### src/rtl/arm_pipe_pkg.sv
// +------------------------------------------------------------------+
// | arm_pipe_pkg: shared types and constants for the ARMv8 pipeline   |
// | Revision: 1.0                                                     |
// +------------------------------------------------------------------+
`default_nettype none

package arm_pipe_pkg;

  localparam int REG_ADDR_W_DEFAULT = 5;
  localparam int XZR                = 31;

  typedef enum logic [1:0] {
    BOOT     = 2'd0,
    RUN      = 2'd1,
    MEM_WAIT = 2'd2,
    ERROR    = 2'd3
  } pipe_state_e;

endpackage

`default_nettype wire

### src/rtl/sat_counter.sv
// +------------------------------------------------------------------+
// | sat_counter: up-counter that sticks at all-ones instead of wrapping |
// | Revision: 1.0                                                     |
// +------------------------------------------------------------------+
`default_nettype none

module sat_counter #(
  parameter int CNT_W = 32
) (
  input  logic             clock,
  input  logic             reset,
  input  logic             inc,
  output logic [CNT_W-1:0] count
);

  logic [CNT_W-1:0] count_q;
  logic [CNT_W-1:0] count_d;

  always_comb begin
    count_d = count_q;
    if (inc && (count_q != {CNT_W{1'b1}})) begin
      count_d = count_q + CNT_W'(1);
    end
  end

  always_ff @(posedge clock or negedge reset) begin
    if (!reset) begin
      count_q <= '0;
    end else begin
      count_q <= count_d;
    end
  end

  assign count = count_q;

endmodule

`default_nettype wire

### src/rtl/pipeline_hazard_controller.sv
// +------------------------------------------------------------------+
// | pipeline_hazard_controller: stall/flush/freeze sequencing for the  |
// | 5-stage ARMv8 pipeline, with memory watchdog and perf counters.   |
// | Revision: 1.0                                                     |
// +------------------------------------------------------------------+
`default_nettype none

module pipeline_hazard_controller
  import arm_pipe_pkg::*;
#(
  parameter int REG_ADDR_W  = REG_ADDR_W_DEFAULT,
  parameter int CNT_W       = 32,
  parameter int MEM_TIMEOUT = 64
) (
  input  logic                  clock,
  input  logic                  reset,
  input  logic                  id_valid,
  input  logic [REG_ADDR_W-1:0] id_rn,
  input  logic [REG_ADDR_W-1:0] id_rm,
  input  logic                  id_uses_rm,
  input  logic                  ex_mem_read,
  input  logic [REG_ADDR_W-1:0] ex_rd,
  input  logic                  mem_branch_taken,
  input  logic                  mem_req,
  input  logic                  mem_ready,
  output logic                  pc_write,
  output logic                  pc_src,
  output logic                  ifid_write,
  output logic                  ifid_flush,
  output logic                  idex_flush,
  output logic                  exmem_flush,
  output logic                  freeze,
  output logic                  mem_error,
  output logic [CNT_W-1:0]      stall_cycles,
  output logic [CNT_W-1:0]      flush_events
);

  localparam int WD_W = $clog2(MEM_TIMEOUT + 1);

  pipe_state_e     state_q, state_d;
  logic [WD_W-1:0] wd_q, wd_d;
  logic            err_q, err_d;
  logic            load_use;
  logic            run_eval;
  logic            flush_inc;
  logic            stall_inc;

  // Loads into XZR are discarded, so they can never create a dependence.
  assign load_use = id_valid && ex_mem_read && (ex_rd != REG_ADDR_W'(XZR)) &&
                    ((ex_rd == id_rn) || (id_uses_rm && (ex_rd == id_rm)));

  always_comb begin
    state_d     = state_q;
    wd_d        = wd_q;
    err_d       = err_q;
    run_eval    = 1'b0;
    flush_inc   = 1'b0;
    pc_write    = 1'b0;
    pc_src      = 1'b0;
    ifid_write  = 1'b0;
    ifid_flush  = 1'b0;
    idex_flush  = 1'b0;
    exmem_flush = 1'b0;
    freeze      = 1'b0;

    case (state_q)
      BOOT: begin
        ifid_flush  = 1'b1;
        idex_flush  = 1'b1;
        exmem_flush = 1'b1;
        state_d     = RUN;
      end
      RUN: begin
        if (mem_req && !mem_ready) begin
          freeze  = 1'b1;
          wd_d    = WD_W'(1);
          state_d = MEM_WAIT;
        end else begin
          run_eval = 1'b1;
        end
      end
      MEM_WAIT: begin
        if (mem_ready) begin
          run_eval = 1'b1;
          wd_d     = '0;
          state_d  = RUN;
        end else begin
          freeze = 1'b1;
          wd_d   = wd_q + WD_W'(1);
          if (wd_q >= WD_W'(MEM_TIMEOUT - 1)) begin
            err_d   = 1'b1;
            state_d = ERROR;
          end
        end
      end
      ERROR: begin
        freeze = 1'b1;
      end
      default: begin
        state_d = BOOT;
      end
    endcase

    // The branch in MEM is not flushed, so a BL still writes X30 in WB.
    if (run_eval) begin
      if (mem_branch_taken) begin
        pc_write    = 1'b1;
        pc_src      = 1'b1;
        ifid_flush  = 1'b1;
        idex_flush  = 1'b1;
        exmem_flush = 1'b1;
        flush_inc   = 1'b1;
      end else if (load_use) begin
        idex_flush = 1'b1;
      end else begin
        pc_write   = 1'b1;
        ifid_write = 1'b1;
      end
    end
  end

  always_ff @(posedge clock or negedge reset) begin
    if (!reset) begin
      state_q <= BOOT;
      wd_q    <= '0;
      err_q   <= 1'b0;
    end else begin
      state_q <= state_d;
      wd_q    <= wd_d;
      err_q   <= err_d;
    end
  end

  // Error flag shows up in the very cycle the watchdog expires.
  assign mem_error = err_d;
  assign stall_inc = (state_q != BOOT) && !pc_write;

  sat_counter #(.CNT_W(CNT_W)) u_stall_cnt (
    .clock (clock),
    .reset (reset),
    .inc   (stall_inc),
    .count (stall_cycles)
  );

  sat_counter #(.CNT_W(CNT_W)) u_flush_cnt (
    .clock (clock),
    .reset (reset),
    .inc   (flush_inc),
    .count (flush_events)
  );

endmodule

`default_nettype wire

### config.mk
export PLATFORM = sky130hd
export DESIGN_NAME = pipeline_hazard_controller
export DESIGN_NICKNAME = d
export VERILOG_FILES = /design/src/rtl/arm_pipe_pkg.sv /design/src/rtl/sat_counter.sv /design/src/rtl/pipeline_hazard_controller.sv
export SDC_FILE = /design/constraint.sdc
export NUM_CORES = 1
export LEC_CHECK = 0
export CELL_PAD_IN_SITES_DETAIL_PLACEMENT = 1
export CELL_PAD_IN_SITES_GLOBAL_PLACEMENT = 2
export CORE_UTILIZATION = 28
export CTS_CLUSTER_DIAMETER = 200
export DETAILED_ROUTE_END_ITERATION = 10
export GPL_ROUTABILITY_DRIVEN = 1
export PLACE_DENSITY_LB_ADDON = 0.15
export SETUP_SLACK_MARGIN = 0.2
export SKIP_LAST_GASP = 1
export SLEW_MARGIN = 20
export SYNTH_ARGS = -nofsm -noshare
export SYNTH_HDL_FRONTEND = slang
export SYNTH_SLANG_ARGS = --single-unit
### constraint.sdc
create_clock -name clock -period 2.2 [get_ports clock]
set_clock_uncertainty 0.15 [all_clocks]
set_input_delay 0.33 -clock clock [delete_from_list [all_inputs] [get_ports clock]]
set_output_delay 0.33 -clock clock [all_outputs]
set_load 0.02 [all_outputs]
# Word level (Yosys, flattened, before mapping)
# Cells that the tools add are included.
[totals] regBits=74 in_bits=23 out_inout_bits=72 word_cells=65
[op_classes] n_addsub=3 order_cmp=1 n_eq_ne=10 n_mux=29 n_reduce_logical=17
[ops] op="$add A32 B1 Y32 const B" n=2
[ops] op="$ne A32 B32 Y1 const B" n=2
[ops] op="$mux W1" n=20
[ops] op="$mux W7" n=2
[ops] op="$pmux W7 S2" n=1
[ops] op="$eq A5 B5 Y1" n=2
[ops] op="$logic_and A1 B1 Y1" n=8
[ops] op="$add A7 B1 Y7 const B" n=1
[ops] op="$ge A7 B6 Y1 const B" n=1
[ops] op="$mux W2" n=3
[ops] op="$pmux W2 S3" n=1
[ops] op="$ne A5 B5 Y1 const B" n=1
[ops] op="$eq A2 B2 Y1 const B" n=2
[ops] op="$reduce_bool A2 Y1" n=2
[ops] op="$ne A3 B3 Y1 const B" n=1
[ops] op="$pmux W1 S3" n=1
[ops] op="$reduce_and A3 Y1" n=1
[ops] op="$reduce_bool A3 Y1" n=1
[ops] op="$eq A2 B1 Y1 const B" n=1
[ops] op="$logic_not A1 Y1" n=2
[ops] op="$logic_not A2 Y1" n=1
[ops] op="$ne A2 B2 Y1 const B" n=1
[ops] op="$pmux W1 S2" n=1
[ops] op="$reduce_and A2 Y1" n=1
[ops] op="$logic_or A1 B1 Y1" n=1

# Longest topological paths before layout
[depth] ltp_word=10 depth_mapped=9 mapped_depth_nobuf=8

# Hierarchy
# From an unflattened synthesis, not the netlist that was laid out.
[hier_totals] cells_unflattened=394 hier_area_um2=4012.6
[by_module_without_submodules] module="sat_counter (u_stall_cnt)" n_inst=1 cells_each=151 area_each_um2=1624.1 seq_area_each_um2=800.8
[by_module_without_submodules] module="sat_counter (u_flush_cnt)" n_inst=1 cells_each=140 area_each_um2=1522.7 seq_area_each_um2=800.8
[by_module_without_submodules] module="pipeline_hazard_controller" n_inst=1 cells_each=103 area_each_um2=865.8 seq_area_each_um2=250.2

# Worst setup path before layout
# OpenSTA, ideal clock, no wires.
[synth_timing] path_type="register to register" from="reg u_stall_cnt.count_q[0], in the netlist u_stall_cnt.count[0]" to="reg u_stall_cnt.count_q[23], in the netlist u_stall_cnt.count[23]" arrival_time_ns=1.993 required_time_ns=1.917 setup_slack_ns=-0.076 path_stages_with_launch=10 n_path_buf=2 period_less_slack_ns=2.276 cell_sequence="dfrtp_1 > ha_1 > and3_1 > and3_1 > nand2_2 > nor4_2 > buf_4 > buf_4 > nor3_1 > xor2_1"
[synth_between] elab_chain_cells=2
[synth_rtl] item="start: declaration" line="sat_counter.sv:16" rtl="logic [CNT_W-1:0] count_q;"
[synth_rtl] item="start signal: assignment" line="sat_counter.sv:30" rtl="count_q <= count_d;"
[synth_rtl] item="parallel branches: the longest is 2 deep, another holds $add A32 B1 Y32"
# Parallel ways; which one is timed is not known.
# A chain may end at the register's enable or synchronous reset.

# Worst setup path in the final report
[layout_timing] from="reg state_q[1]" to="out idex_flush"
[layout_between] elab_chain_cells=5
[layout_rtl] item="start: declaration" line="pipeline_hazard_controller.sv:40" rtl="pipe_state_e state_q, state_d;"
[layout_rtl] item="start signal: assignment" line="pipeline_hazard_controller.sv:128" rtl="state_q <= state_d;"
[layout_rtl] item="$logic_not A2 Y1" line="pipeline_hazard_controller.sv:66" rtl="case (state_q)"
[layout_rtl] item="$mux W1" line="pipeline_hazard_controller.sv:66"
[layout_rtl] item="$mux W1" line="pipeline_hazard_controller.sv:113" rtl="end else if (load_use) begin"
[layout_rtl] item="$mux W1" line="pipeline_hazard_controller.sv:106" rtl="if (mem_branch_taken) begin"
[layout_rtl] item="$mux W1 *" line="pipeline_hazard_controller.sv:105" rtl="if (run_eval) begin"
[layout_rtl] item="end: declaration" line="pipeline_hazard_controller.sv:30" rtl="output logic idex_flush,"
# Mark *: on every way between the ends. The rest lies on a longest branch, timed or not.

==> impl_metrics.toml <==
[status]
outcome = "finished with violations"
violations = "negative setup slack"

[cts]
clkTransAtPathRegs_ns = 0.06
cts_buffers = 9
htreeDepth = 3
cts.sinks = 74
cts_tree = "built"
clockRootBuffer = "clkbuf_16"
clock_latency_ns = 0.34
cts_buffer_depth = 2

[cells_and_area]
area.growth.synth_to_final_pct = 70.3
diodes = 0
final_nets = 600
fill_cells = 1472
drive_above_1_share_pct = 38.9
fin_area_mm2 = 0.00662

[placed_design]
dp_hpwl_um = 8140
placedInstanceArea_mm2 = 0.00561
port_buffers = 94
gp_congestion = 0.785

[floorplan]
initial_core_util_pct = 29.0
ioPinCount = 95
core-area_mm2 = 0.0134
die_h_um = 120
num_rows = 42
die_area_mm2 = 0.0144
die_w_um = 120

[yosys]
synthFlopType = "dfrtp_1"
synthAdderAreaFrac_pct = 2.57
synthCells = 387
synth_area_leaders = "dfrtp_1 (48%), xor2_1 (8.8%), xnor2_1 (7.2%)"
synth_xor_area_share_pct = 16.0
yosys.area.top_type = "dfrtp_1"
avgSynthCellArea_um2 = 10.1
ys_seq_area_share_pct = 47.6
yosys_warnings = 0
yosys.area_share.simple_pct = 25.6
synth_top_family_by_area = "simple AND/OR/NAND/NOR gates"
synth.cell_area_mm2 = 0.00389
synth_compound_area_share_pct = 5.02
synthMuxAreaShare_pct = 0.868
synth_nets = 418
synth_edf_count = 0
ys_types = 47
netlist.area_leader.share_pct = 47.6
ys_ff_latch = 74
async_flop_share_pct = 100

[drt]
routed_via_density = 4.86
first_pass_iters = 4
drt-total-wl_um = 11800
drc_errors = 0
drtIter0Drc = 153
vias = 3644
wl_per_cell_um = 15.7
ant_nets = 0

[global_routing]
grt_pass1_wl_um = 19700
overflow = 0
grt_max_degree = 45
grt.total_usage_pct = 17.5
grt_pass1_vias = 3879
grt_antenna_before_repair = 0

[timing]
relSlewSlack_pct = 73.8
worst_pin_slew_ns = 0.392
maxSlewViolCount = 0
whs_ns = 0.183
grt_setup_unrepaired = "true"
fin_crit_sh_pct = 101
period_minus_slack_ns = 2.21
hold_violations = 0
post-route-worst-setup-slack_ns = -0.0119
finalSetupViolCount = 1
fmax_mhz = 452

[power_and_ir_drop]
power_density_mw_per_mm2 = 821
ir_drop_uv = 386
p_leak_nw = 2.73

[worst_setup_path]
cp_data_required_time_ns = 1.72
cp_max_fo = 4
r2r_cells = 8
crit_type = "flop to output pin"
cp.arrival_ns = 1.73
critPathLaunchType = "flop"
cp-end-kind = "output pin"

[min_path]
hp-class = "input pin to asynchronous set/reset pin"

[job]
cap_viol_max_count = 0
-- power by group --
group	switching (W)	leakage (nW)	internal, W
sequential	0.000156	0.849	0.00150
combinational	0.00124	1.75	0.00114
clock	0.000608	0.131	0.000789
-- synthesized netlist by cell type, drive strengths merged (2+ instances only) --
cell type / number
nor3: 18
a21oi: 3
o22ai: 2
nor2: 27
and4: 6
xor2: 39
xnor2: 32
nor4b: 2
ha: 8
nand2b: 3
clkbuf: 6
o21bai: 2
dfrtp: 74
inv: 10
nor4: 15
nor3b: 4
mux2: 3
and3: 13
nand3: 21
and2: 4
buf: 5
nand4: 25
a31oi: 4
o21ai: 13
nand2: 34
or4: 2
-- sequential cells by signal, summed over array words and instances (netlist names) --
name,cells
state_q,2
u_stall_cnt.count,32
wd_q,7
u_flush_cnt.count,32
err_q,1
-- cell families (layout without fill, tap and decap cells) --
logic type	Yosys count	in the layout
xor+xnor	71	71
buf+inv	21	208
mux	3	3
compound gates	31	31
flops	74	74
simple gates	179	179
fa+ha+maj	8	8
-- placed cells by master, fill, tap and decap left out, types with 17 or more instances in the layout --
cell	instances
xor2_1	39
clkdlybuf4s50_1	73
buf_6	20
dfrtp_1	51
buf_4	70
dfrtp_2	23
xnor2_1	29
nand4_1	25
nand2_1	28
nor2_1	17
-- what timing repair did --
item,CTS,global route
endpoints found under the setup margin,71,78
buffers inserted,16,11
pin swaps,20,47
endpoints found under the hold margin,74,0
hold buffers,1,0
resized for setup,112,50
gates cloned,1,0
-- worst paths after layout --
kind | startpoint | to | slack [ns]
max | state_q[1] | idex_flush | -0.01
min | reset | u_stall_cnt.count[21] | 0.18
max reg2reg | state_q[1] | u_stall_cnt.count[28] | 0.02
min reg2reg | err_q | err_q | 0.33
max in group asynchronous | reset | u_flush_cnt.count[21] | 1.17
min in group clock | err_q | err_q | 0.33
-- routing by layer --
metal	vias up	part of all wire, %	global-route usage [%]	routed length [um]
li1	1739	-	-	-
met1	1809	45	22.5	5260
met2	83	49	28.2	5800
met3	13	4.4	3.71	516
met4	0	1.8	7.81	214
met5	-	0	0	0
-- worst max-delay path: stages, from the launching register on --
cell and delay (ns):
dfrtp_2 0.43, inv_4 0.06, ha_4 0.17, a22o_4 0.25, buf_12 0.13, a31o_2 0.22
buf_6 0.13
-- final cells by class --
| cell class | count | area [um^2] | share of cell area, % |
|---|---|---|---|
| clock buffers | 11 | 243 | 3.66 |
| clock inverters | 5 | 30.0 | 0.453 |
| inverters | 10 | 42.5 | 0.642 |
| multi-input cells | 292 | 2500 | 37.7 |
| flip-flops and latches | 74 | 1880 | 28.4 |
| well taps | 176 | 220 | 3.32 |
| repair buffers | 182 | 1710 | 25.8 |
-- stage by stage --
step | setup TNS [ns] | total power, W | worst slack (ns) | cells | util, %
after floorplan | 0 | 0.00266 | 0.0980 | 387 | -
after global placement | -14.22 | 0.00356 | -0.481 | 705 | 41.8
after detailed placement | -17.24 | 0.00359 | -0.559 | 705 | 41.8
after CTS | -0.124 | 0.00530 | -0.0395 | 739 | 47.3
after global routing | -1.18 | 0.00576 | -0.0655 | 750 | 49.4
final | -0.0119 | 0.00544 | -0.0119 | 750 | 49.4
No activity file was read; power rests on OpenSTA's default activity.
